## config.mk

```make
export PLATFORM = sky130hd
export DESIGN_NAME = pwm_deadtime_driver
export DESIGN_NICKNAME = d
export VERILOG_FILES = /design/src/rtl/pwm_pkg.sv /design/src/rtl/dt_counter.sv /design/src/rtl/pwm_deadtime_driver.sv
export SDC_FILE = /design/constraint.sdc
export NUM_CORES = 1
export LEC_CHECK = 0
export ABC_AREA = 1
export CORE_ASPECT_RATIO = 1.4
export CORE_UTILIZATION = 35
export CTS_CLUSTER_DIAMETER = 40
export DETAILED_ROUTE_END_ITERATION = 6
export SYNTH_ARGS = -nofsm -noshare
export SYNTH_HDL_FRONTEND = slang
export SYNTH_HIERARCHICAL = 1
export SYNTH_SLANG_ARGS = --single-unit
```

## constraint.sdc

```tcl
create_clock -name clk -period 2.8 [get_ports clk]
set_input_delay 0.42 -clock clk [delete_from_list [all_inputs] [get_ports clk]]
set_output_delay 0.42 -clock clk [all_outputs]
set_load 0.03 [all_outputs]
```

## src/rtl/pwm_pkg.sv

```systemverilog
// Shared types and constants for the dead-time PWM gate driver.
package pwm_pkg;

    localparam int DT_W_DEFAULT = 8;

    typedef enum logic [2:0] {
        OFF      = 3'd0,
        DT_TO_HS = 3'd1,
        HS_ON    = 3'd2,
        DT_TO_LS = 3'd3,
        LS_ON    = 3'd4
    } dt_state_e;

endpackage

```

## src/rtl/dt_counter.sv

```systemverilog
// Loadable dead-time down counter; saturates at zero instead of wrapping.
module dt_counter #(
    parameter int W = 8
) (
    input  logic         clk,
    input  logic         rst,
    input  logic         load,
    input  logic [W-1:0] load_val,
    output logic         cnt_zero
);

    logic [W-1:0] cnt;

    always_ff @(posedge clk) begin
        if (rst)
            cnt <= '0;
        else if (load)
            cnt <= load_val;
        else if (cnt != '0)
            cnt <= cnt - W'(1);
    end

    assign cnt_zero = (cnt == '0);

endmodule

```

## src/rtl/pwm_deadtime_driver.sv

```systemverilog
// Complementary gate driver: inserts dead time between high/low-side drive,
// with enable gating and a sticky fault latch.
module pwm_deadtime_driver
    import pwm_pkg::*;
#(
    parameter int DT_W = DT_W_DEFAULT
) (
    input  logic            clk,
    input  logic            rst,
    input  logic            en,
    input  logic            pwm_in,
    input  logic [DT_W-1:0] dead_time,
    input  logic            fault,
    input  logic            fault_clr,
    output logic            hs_out,
    output logic            ls_out,
    output logic            fault_latched
);

    dt_state_e       state, next_state;
    logic            pwm_q;
    logic            load;
    logic [DT_W-1:0] load_val;
    logic            cnt_zero;

    // Counter holds (cycles - 1), so dead_time of 0 or 1 both give one cycle.
    assign load_val = (dead_time == '0) ? '0 : dead_time - DT_W'(1);

    dt_counter #(.W(DT_W)) u_dt_counter (
        .clk      (clk),
        .rst      (rst),
        .load     (load),
        .load_val (load_val),
        .cnt_zero (cnt_zero)
    );

    always_comb begin
        next_state = state;
        if (fault || !en) begin
            next_state = OFF;
        end else begin
            case (state)
                OFF:      if (!fault_latched) next_state = pwm_q ? DT_TO_HS : DT_TO_LS;
                LS_ON:    if (pwm_q)          next_state = DT_TO_HS;
                HS_ON:    if (!pwm_q)         next_state = DT_TO_LS;
                // A command reversal inside the gap falls back to the side still safe to drive.
                DT_TO_HS: if (!pwm_q)         next_state = LS_ON;
                          else if (cnt_zero)  next_state = HS_ON;
                DT_TO_LS: if (pwm_q)          next_state = HS_ON;
                          else if (cnt_zero)  next_state = LS_ON;
                default:                      next_state = OFF;
            endcase
        end
        load = (next_state != state) &&
               ((next_state == DT_TO_HS) || (next_state == DT_TO_LS));
    end

    // Outputs decode the next state so they change on the same edge as the FSM.
    always_ff @(posedge clk) begin
        if (rst) begin
            state         <= OFF;
            pwm_q         <= 1'b0;
            hs_out        <= 1'b0;
            ls_out        <= 1'b0;
            fault_latched <= 1'b0;
        end else begin
            state  <= next_state;
            pwm_q  <= pwm_in;
            hs_out <= (next_state == HS_ON);
            ls_out <= (next_state == LS_ON);
            if (fault)
                fault_latched <= 1'b1;
            else if (fault_clr)
                fault_latched <= 1'b0;
        end
    end

endmodule

```

### After elaboration in Yosys (flattened, before gate mapping)

Index checks and enable logic that the tools add are counted.

| storage, ports and cells | value |
|---|---|
| word-level logic and storage cells | 42 |
| output and inout bits | 3 |
| register bits | 15 |

| cells by class | value |
|---|---|
| add/subtract/negate cells | 2 |
| multiplexer cells | 15 |
| equal/unequal tests | 9 |
| reductions and logical operators | 10 |

Operator list:

| operator | number |
|---|---|
| $mux W3 | 8 |
| $mux W8 | 3 |
| $logic_not A8 Y1 | 2 |
| $sub A8 B1 Y8 const B | 2 |
| $pmux W3 S5 | 1 |
| $eq A3 B2 Y1 const B | 4 |
| $reduce_bool A8 Y1 | 1 |
| $eq A3 B1 Y1 const B | 2 |
| $eq A3 B3 Y1 const B | 2 |
| $reduce_bool A2 Y1 | 2 |
| $logic_not A3 Y1 | 1 |
| $ne A3 B3 Y1 | 1 |
| $logic_or A1 B1 Y1 | 2 |
| $mux W1 | 2 |
| $mux W2 | 1 |
| $logic_and A1 B1 Y1 | 1 |
| $logic_not A1 Y1 | 1 |

### Depth between registers and ports, before layout

| logic depth | value |
|---|---|
| depth in word-level cells | 9 |
| mapped depth | 17 |
| gate-level depth less buffers | 16 |

### By module

The synthesis kept the hierarchy.

By module, submodules not included:

| module | cells each | area each (um^2) | instances |
|---|---|---|---|
| pwm_deadtime_driver | 94 | 570.5 | 1 |
| dt_counter | 70 | 473.0 | 1 |

### Worst setup path before layout

No wires, ideal clock.

| timing path | value |
|---|---|
| path kind | flip-flop to flip-flop |
| from | reg u_dt_counter.cnt[0] |
| to | reg u_dt_counter.cnt[1] |
| path buffers | 1 |
| period minus slack after synthesis | 1851 ps |
| library setup time | 113 ps |
| arrival | 1738 ps |
| stages on the path, launching flop included | 17 |
| data required time | 2687 ps |
| path slack | 949 ps |
| cells stage by stage | dfxtp_1 > inv_1 > ha_1 > nand2_2 > nor2_8 > nand2_1 > nand3_1 > nand2_1 > inv_1 > nand2_2 > nand2_2 > nor2_1 > buf_2 > inv_2 > nand2_2 > o21ai_1 > nor2_1 |

| between the ends | value |
|---|---|
| cells in the longest elaborated chain, start to end | 9 |
| elaborated cells on any way between the ends | 17 |

RTL lines:

| what | line | text |
|---|---|---|
| start: declaration | dt_counter.sv:12 | `logic [W-1:0] cnt;` |
| start signal: assignment | dt_counter.sv:18 | `cnt <= load_val;` |
| start signal: assignment | dt_counter.sv:20 | `cnt <= cnt - W'(1);` |
| $logic_not A8 Y1 * | dt_counter.sv:23 | `assign cnt_zero = (cnt == '0);` |
| net cnt_zero | pwm_deadtime_driver.sv:24 | `logic cnt_zero;` |
| $mux W3 (on tied branches) | pwm_deadtime_driver.sv:50, pwm_deadtime_driver.sv:48 |  |
| $mux W3 (on tied branches) | pwm_deadtime_driver.sv:49, pwm_deadtime_driver.sv:47 |  |
| $pmux W3 S5 * | pwm_deadtime_driver.sv:42 | `case (state)` |
| $mux W3 * | pwm_deadtime_driver.sv:39 | `if (fault \|\| !en) begin` |
| $eq A3 B1 Y1 or $eq A3 B2 Y1 (tied branches) | pwm_deadtime_driver.sv:55 | `((next_state == DT_TO_HS) \|\| (next_state == DT_TO_LS));` |
| $logic_or A1 B1 Y1 | pwm_deadtime_driver.sv:55 |  |
| $logic_and A1 B1 Y1 * | pwm_deadtime_driver.sv:54 | `load = (next_state != state) &&` |
| net load | pwm_deadtime_driver.sv:22 | `logic load;` |
| $mux W8 or $reduce_bool A2 Y1 (tied branches) | n/a |  |

Mark *: on every way through the listed nets, which the timed path passes. The rest lies on a longest branch. The select of a mux whose other input is x is not followed.
A chain may end at the register's enable or synchronous reset.

### Worst setup path after layout

| timing path | value |
|---|---|
| from | reg u_dt_counter.cnt[0] |
| to | reg u_dt_counter.cnt[2] |

Same word-level chain as after synthesis.

==> impl_table.tex <==
\begin{tabular}{lr}
\hline
Metric & Value \\
\hline
\multicolumn{2}{l}{\textbf{Synth}} \\
Share of synthesized cell area in and, or, nand and nor gates & 0.440 \\
Combinational family with the most area after synthesis & simple AND/OR/NAND/NOR gates \\
Cell type with the largest total area after synthesis & sky130\_fd\_sc\_hd\_\_dfxtp\_1 \\
Synth Cell Area & 1040 sq um \\
Largest cells by area after synthesis & sky130\_fd\_sc\_hd\_\_dfxtp\_1, sky130\_fd\_sc\_hd\_\_nand2\_1, sky130\_fd\_sc\_hd\_\_nor2\_1 \\
Flip-flop and latch count after synthesis & 15 \\
Net count of the mapped netlist & 180 \\
Number of distinct standard cells referenced by the synthesized netlist & 25 \\
Fraction of synthesized area in multiplexers & 0 \\
Cells after Synth & 164 \\
Sequential area share after synthesis & 0.288 \\
Area share of the largest cell type after synthesis & 0.288 \\
Post-synthesis adder-cell area fraction & 0.0240 \\
Number of warnings issued by yosys & 6 \\
XOR/XNOR share of the synthesized area & 0.0336 \\
Compound-Gate Fraction of Synth Area & 0.113 \\
Average footprint of a synthesized cell & 6.36 sq um \\
\multicolumn{2}{l}{\textbf{Worst setup path}} \\
Cell-by-cell listing of the critical path & inv\_1 > ha\_1 > nand2\_2 > nor2\_8 > nor2\_1 > nand2\_1 > nand2\_1 > nand2\_1 > nand2\_2 > nand2\_2 > nor2\_1 > inv\_2 > nand2\_2 > inv\_2 > nor3\_1 \\
Data arrival time of the critical path & 2.55 ns \\
Number of stages on the worst setup path & 15 \\
Kind of start point of the critical path & register \\
Buf/Inv on CP & 3 \\
Launching instance or port of the critical path & u\_dt\_counter/cnt[0] \\
Data required time at the worst endpoint & 2.96 ns \\
Class of the most critical setup path & reg -> reg \\
Worst setup endpoint & u\_dt\_counter/cnt[2] \\
Worst reg2reg path startpoint & u\_dt\_counter/cnt[0] \\
Setup slack on the worst flop-to-flop path & 0.41 ns \\
CP Max Fanout & 9 \\
Critical path's largest stage delay & 0.48 ns \\
Endpoint class of the critical path & register \\
Slowest library cell on the worst path & sky130\_fd\_sc\_hd\_\_nor2\_1 \\
Family of cells with the greatest summed delay on the critical path & simple AND/OR/NAND/NOR gates \\
Critical path's most frequent cell & sky130\_fd\_sc\_hd\_\_nand2\_2 \\
Reg2Reg Capture Point & u\_dt\_counter/cnt[2] \\
Number of cell instances on the worst register-to-register path & 15 \\
\multicolumn{2}{l}{\textbf{Clock tree}} \\
Count of H-tree levels built during CTS & 1 \\
Maximum count of clock buffers along a single path & 2 \\
Post-CTS Setup Repair Bufs & 0 \\
CTS sink cnt & 15 \\
Clock-pin slew on the worst setup and hold paths & 0.06 ns \\
TritonCTS clock tree & yes \\
Root Buffer & sky130\_fd\_sc\_hd\_\_clkbuf\_8 \\
Resized Gates After CTS & 0 \\
Inserted Clock Buffers & 3 \\
Number of hold buffers added after CTS & 0 \\
Skew-Pair Late Insertion Delay & 0.25 ns \\
\multicolumn{2}{l}{\textbf{Finish}} \\
Area growth, synth to finish & 23.6\% \\
Number of nets at the end of the flow & 200 \\
Number of diodes & 0 \\
Layout cell share with drive strength beyond 1 & 0.131 \\
Number of standard cells in the final layout excluding fillers & 220 \\
\multicolumn{2}{l}{\textbf{Min path}} \\
Hold crit path type & reg -> reg \\
\multicolumn{2}{l}{\textbf{Power}} \\
VDD IR max & 0.000280 V \\
Overall power after layout & 0.000992 W \\
Static power due to leakage & 0.603 nW \\
Power density over cell area & 769 nW/um\^{}2 \\
\multicolumn{2}{l}{\textbf{Run}} \\
Max-Cap Viols & 0 \\
\multicolumn{2}{l}{\textbf{Global routing}} \\
Pin count of the biggest net entering global routing & 10 \\
Wire length of the first global-routing pass & 4020 um \\
Global-route usage over all layers & 0.177 \\
Antenna violations before repair & 0 \\
Grt total ovfl & 0 \\
Vias in the first global route & 1039 \\
\multicolumn{2}{l}{\textbf{Floorplan}} \\
Top Ports & 17 \\
Count of standard-cell rows & 23 \\
Std-Cell Core Area & 2850 sq um \\
Die extent in y & 66.6 um \\
Full die area & 3210 sq um \\
Starting Density & 0.366 \\
Width of the die & 48.1 um \\
\multicolumn{2}{l}{\textbf{Placement}} \\
Cells after DPL & 216 \\
Port-buffer cells & 16 \\
Routability-driven placement congestion ratio & 0.868 \\
Half-perimeter wire length after placement & 1900 um \\
\multicolumn{2}{l}{\textbf{Drt}} \\
DRC violation total after the first TritonRoute iteration & 32 \\
Drt first pass iters & 4 \\
Routed wire length & 2300 um \\
Detailed-route via count & 1079 \\
Vias/cell & 4.90 \\
Average wire per cell in the routed design & 10.5 um \\
DRC violations left & 0 \\
DRT antenna net count & 0 \\
\multicolumn{2}{l}{\textbf{STA}} \\
Setup repair after global routing missed its margin & no \\
Setup TNS & 0 ns \\
Final Max Slew Viols & 0 \\
Total count of hold-check failures in the final report & 0 \\
Portion of the clock cycle consumed by the worst path in the final layout & 0.853 \\
Slew at the pin with the worst max-slew slack & 0.627 ns \\
Min Clock Period, post-route & 2.39 ns \\
Clock Skew & 0.00537 ns \\
Max\_slew headroom & 0.581 \\
Fmax & 419 MHz \\
Setup-violating endpoint count in the final report & 0 \\
\multicolumn{2}{l}{\textbf{Status}} \\
Status & complete, no violations \\
\hline
\end{tabular}
==> area by class of cell <==
cell class,instances,area (sq um)
inverters,27,101
well taps,37,46.3
fillers,295,1560
multi-input cells,121,637
repair buffers,16,160
flip-flops and latches,15,300
clock buffers,4,45.0
==> worst min path at each step <==
stage / to / startpoint / cells after the start
after global routing: u_dt_counter/cnt[0] / u_dt_counter/cnt[0] / 2
after floorplan: u_dt_counter/cnt[0] / u_dt_counter/cnt[0] / 2
after CTS: u_dt_counter/cnt[0] / u_dt_counter/cnt[0] / 2
final: u_dt_counter/cnt[0] / u_dt_counter/cnt[0] / 2
after global placement: u_dt_counter/cnt[0] / u_dt_counter/cnt[0] / 2
after detailed placement: u_dt_counter/cnt[0] / u_dt_counter/cnt[0] / 2
==> metrics by stage <==
stage / util / hold WS (ns) / area, sq um / setup slack, ns
after floorplan: - / 0.476 / 1040 / 0.949
after global placement: 0.437 / 0.497 / 1240 / 0.528
after detailed placement: 0.437 / 0.503 / 1240 / 0.437
after CTS: 0.453 / 0.513 / 1290 / 0.416
after global routing: 0.453 / 0.559 / 1290 / 0.157
final: 0.453 / 0.513 / 1290 / 0.413
==> cells by family (layout without fill, tap and decap cells) <==
kind of cell    count (synthesis)  after routing
buf+inv                        28             47
xor+xnor                        4              4
compound gates                 22             22
fa+ha+maj                       2              2
simple gates                   93             93
flops                          15             15
==> cells in the final DEF (no fill, tap or decap), drive strengths merged <==
master | Yosys | routed
a21oi | 10 | 10
clkbuf | 0 | 4
clkdlybuf4s50 | 0 | 16
dfxtp | 15 | 15
ha | 2 | 2
inv | 27 | 27
nand2 | 36 | 36
nand3 | 8 | 8
nand3b | 2 | 2
nand4 | 4 | 4
nor2 | 37 | 37
nor3 | 5 | 5
o211ai | 2 | 2
o21ai | 9 | 9
o21bai | 1 | 1
or2 | 1 | 1
xnor2 | 2 | 2
xor2 | 2 | 2
==> state kept, by name (all words and copies together) (netlist names) <==
register	cells
fault_latched	1
hs_out	1
ls_out	1
pwm_q	1
state	3
u_dt_counter/cnt	8
==> synth_stat cells, drive strengths merged <==
library cell / n
nand4: 4
xnor2: 2
a21oi: 10
or2: 1
dfxtp: 15
o21ai: 9
nand2: 36
nor2: 37
ha: 2
nand3: 8
buf: 1
o211ai: 2
xor2: 2
nand3b: 2
nor3: 5
o21bai: 1
inv: 27
==> worst register-to-register path: cells and delay by family, from the launching register on <==
kind | cells | cell delay (ns)
adder cells (fa/ha/maj) | 1 | 0.25
buffers and inverters | 3 | 0.29
flip-flops | 1 | 0.33
AND/OR/NAND/NOR | 11 | 1.42
==> layer usage <==
layer | global-route usage | wire (um) | part of all wire | vias up
met3 | 0.0244 | 56 | 0.024 | 4
met2 | 0.322 | 1340 | 0.58 | 23
met5 | 0 | 0 | 0 | -
met1 | 0.173 | 857 | 0.37 | 488
met4 | 0.104 | 46 | 0.020 | 0
li1 | - | - | - | 564
==> where the power goes <==
| part | internal (W) | total, W | switching, W |
|---|---|---|---|
| sequential | 0.000270 | 0.000325 | 0.0000551 |
| combinational | 0.000194 | 0.000492 | 0.000298 |
| clock | 0.000101 | 0.000174 | 0.0000736 |
| total | 0.000565 | 0.000992 | 0.000427 |
No activity file was read; power rests on OpenSTA's default activity.
==> edit, RTL diff (same flow settings) <==
Set the package constant `DT_W_DEFAULT` to 7 (it was 8).
--- a/src/rtl/pwm_pkg.sv
+++ b/src/rtl/pwm_pkg.sv
@@ -1,7 +1,7 @@
 // Shared types and constants for the dead-time PWM gate driver.
 package pwm_pkg;
 
-    localparam int DT_W_DEFAULT = 8;
+    localparam int DT_W_DEFAULT = 7;
 
     typedef enum logic [2:0] {
         OFF      = 3'd0,
Interface: changed (resized dead_time); port bits go from 17 to 16. No check against the original RTL was run, so the function may have changed too.
==> edit against the unedited design <==
  * Final cell count fell by 9.1%
  * Sequential cell count fell by 1
  * Area after synthesis fell by 2.8%
  * Design area fell by 5.4%
  * Wire length fell by 16%
  * Non-clock buffer count did not move
  * Clock skew fell by 0.0020 ns
  * Sequential power fell by 11%
  * Total power fell by 8.3%
  * Synthesized cell count fell by 11%
  * Worst setup slack improved by 0.29 ns
==> edit: results (changes against the unedited design) <==
- I/O Buffers: 15 (-1)
- Status: finished clean
- DR vias: 924 (-14%)
- Layout filler cell count: 319 (+8.1%)
- Post-route insts no fill: 200 (-9.1%)
- Post-Synth Adder-Cell Area: 3.699% (+1.3 points)
- Drt pass-1 iters: 5 (+1)
- Pint: 502.5 uW (-11%)
- Highest clock rate: 477.0 MHz (+14%)
- Placed insts: 197 (-8.8%)
- Tot GR Track Use: 14.40% (-3.2 points)
- GR Layer Usage met1: 13.78% (-3.5 points)
- GRT met2 Usage: 27.23% (-4.9 points)
- Post-synthesis xor/xnor area fraction: 5.795% (+2.4 points)
- Tot Pwr: 909.7 uW (-8.3%)
- Mapped Cells: 146 (-11%)
- Top flop regs: u_dt_counter/cnt (7), state (3)
- Reg2reg setup slack: 0.70 ns (+0.29 ns)
- Crit path DAT: 2.27 ns (-0.28 ns)
- Ratio of cells with drive above 1 in the final layout: 13.41% (+0.30 points)
- Nets: 182 (-9.0%)
- Reg2reg path depth: 16 (+1)
- Synthesized net count: 162 (-10%)
- Top cells by area, synth: dfxtp_1 28%, nand2_1 11%, nor2_1 8.9%
- Slowest stage delay, CP: 0.33 ns (-0.15 ns)
edit: cell type report:
cell class                 count  area, um2  area share [%]
sequential                    14      280.3           22.97
inverter                      23      86.33           7.077
timing repair buffer          16      157.7           12.92
tap                           36      45.04           3.692
multi-input combinational    108      628.1           51.49
clock buffer                   3      22.52           1.846
edit: how the worst max path moves through the flow:
| stage | cells past startpoint | endpoint | from |
|---|---|---|---|
| after floorplan | 16 | u_dt_counter/cnt[6] | u_dt_counter/cnt[0] |
| after global placement | 16 | u_dt_counter/cnt[6] | u_dt_counter/cnt[0] |
| after detailed placement | 16 | u_dt_counter/cnt[6] | u_dt_counter/cnt[0] |
| after CTS | 16 | u_dt_counter/cnt[6] | u_dt_counter/cnt[0] |
| after global routing | 16 | u_dt_counter/cnt[0] | u_dt_counter/cnt[0] |
| final | 16 | u_dt_counter/cnt[6] | u_dt_counter/cnt[0] |
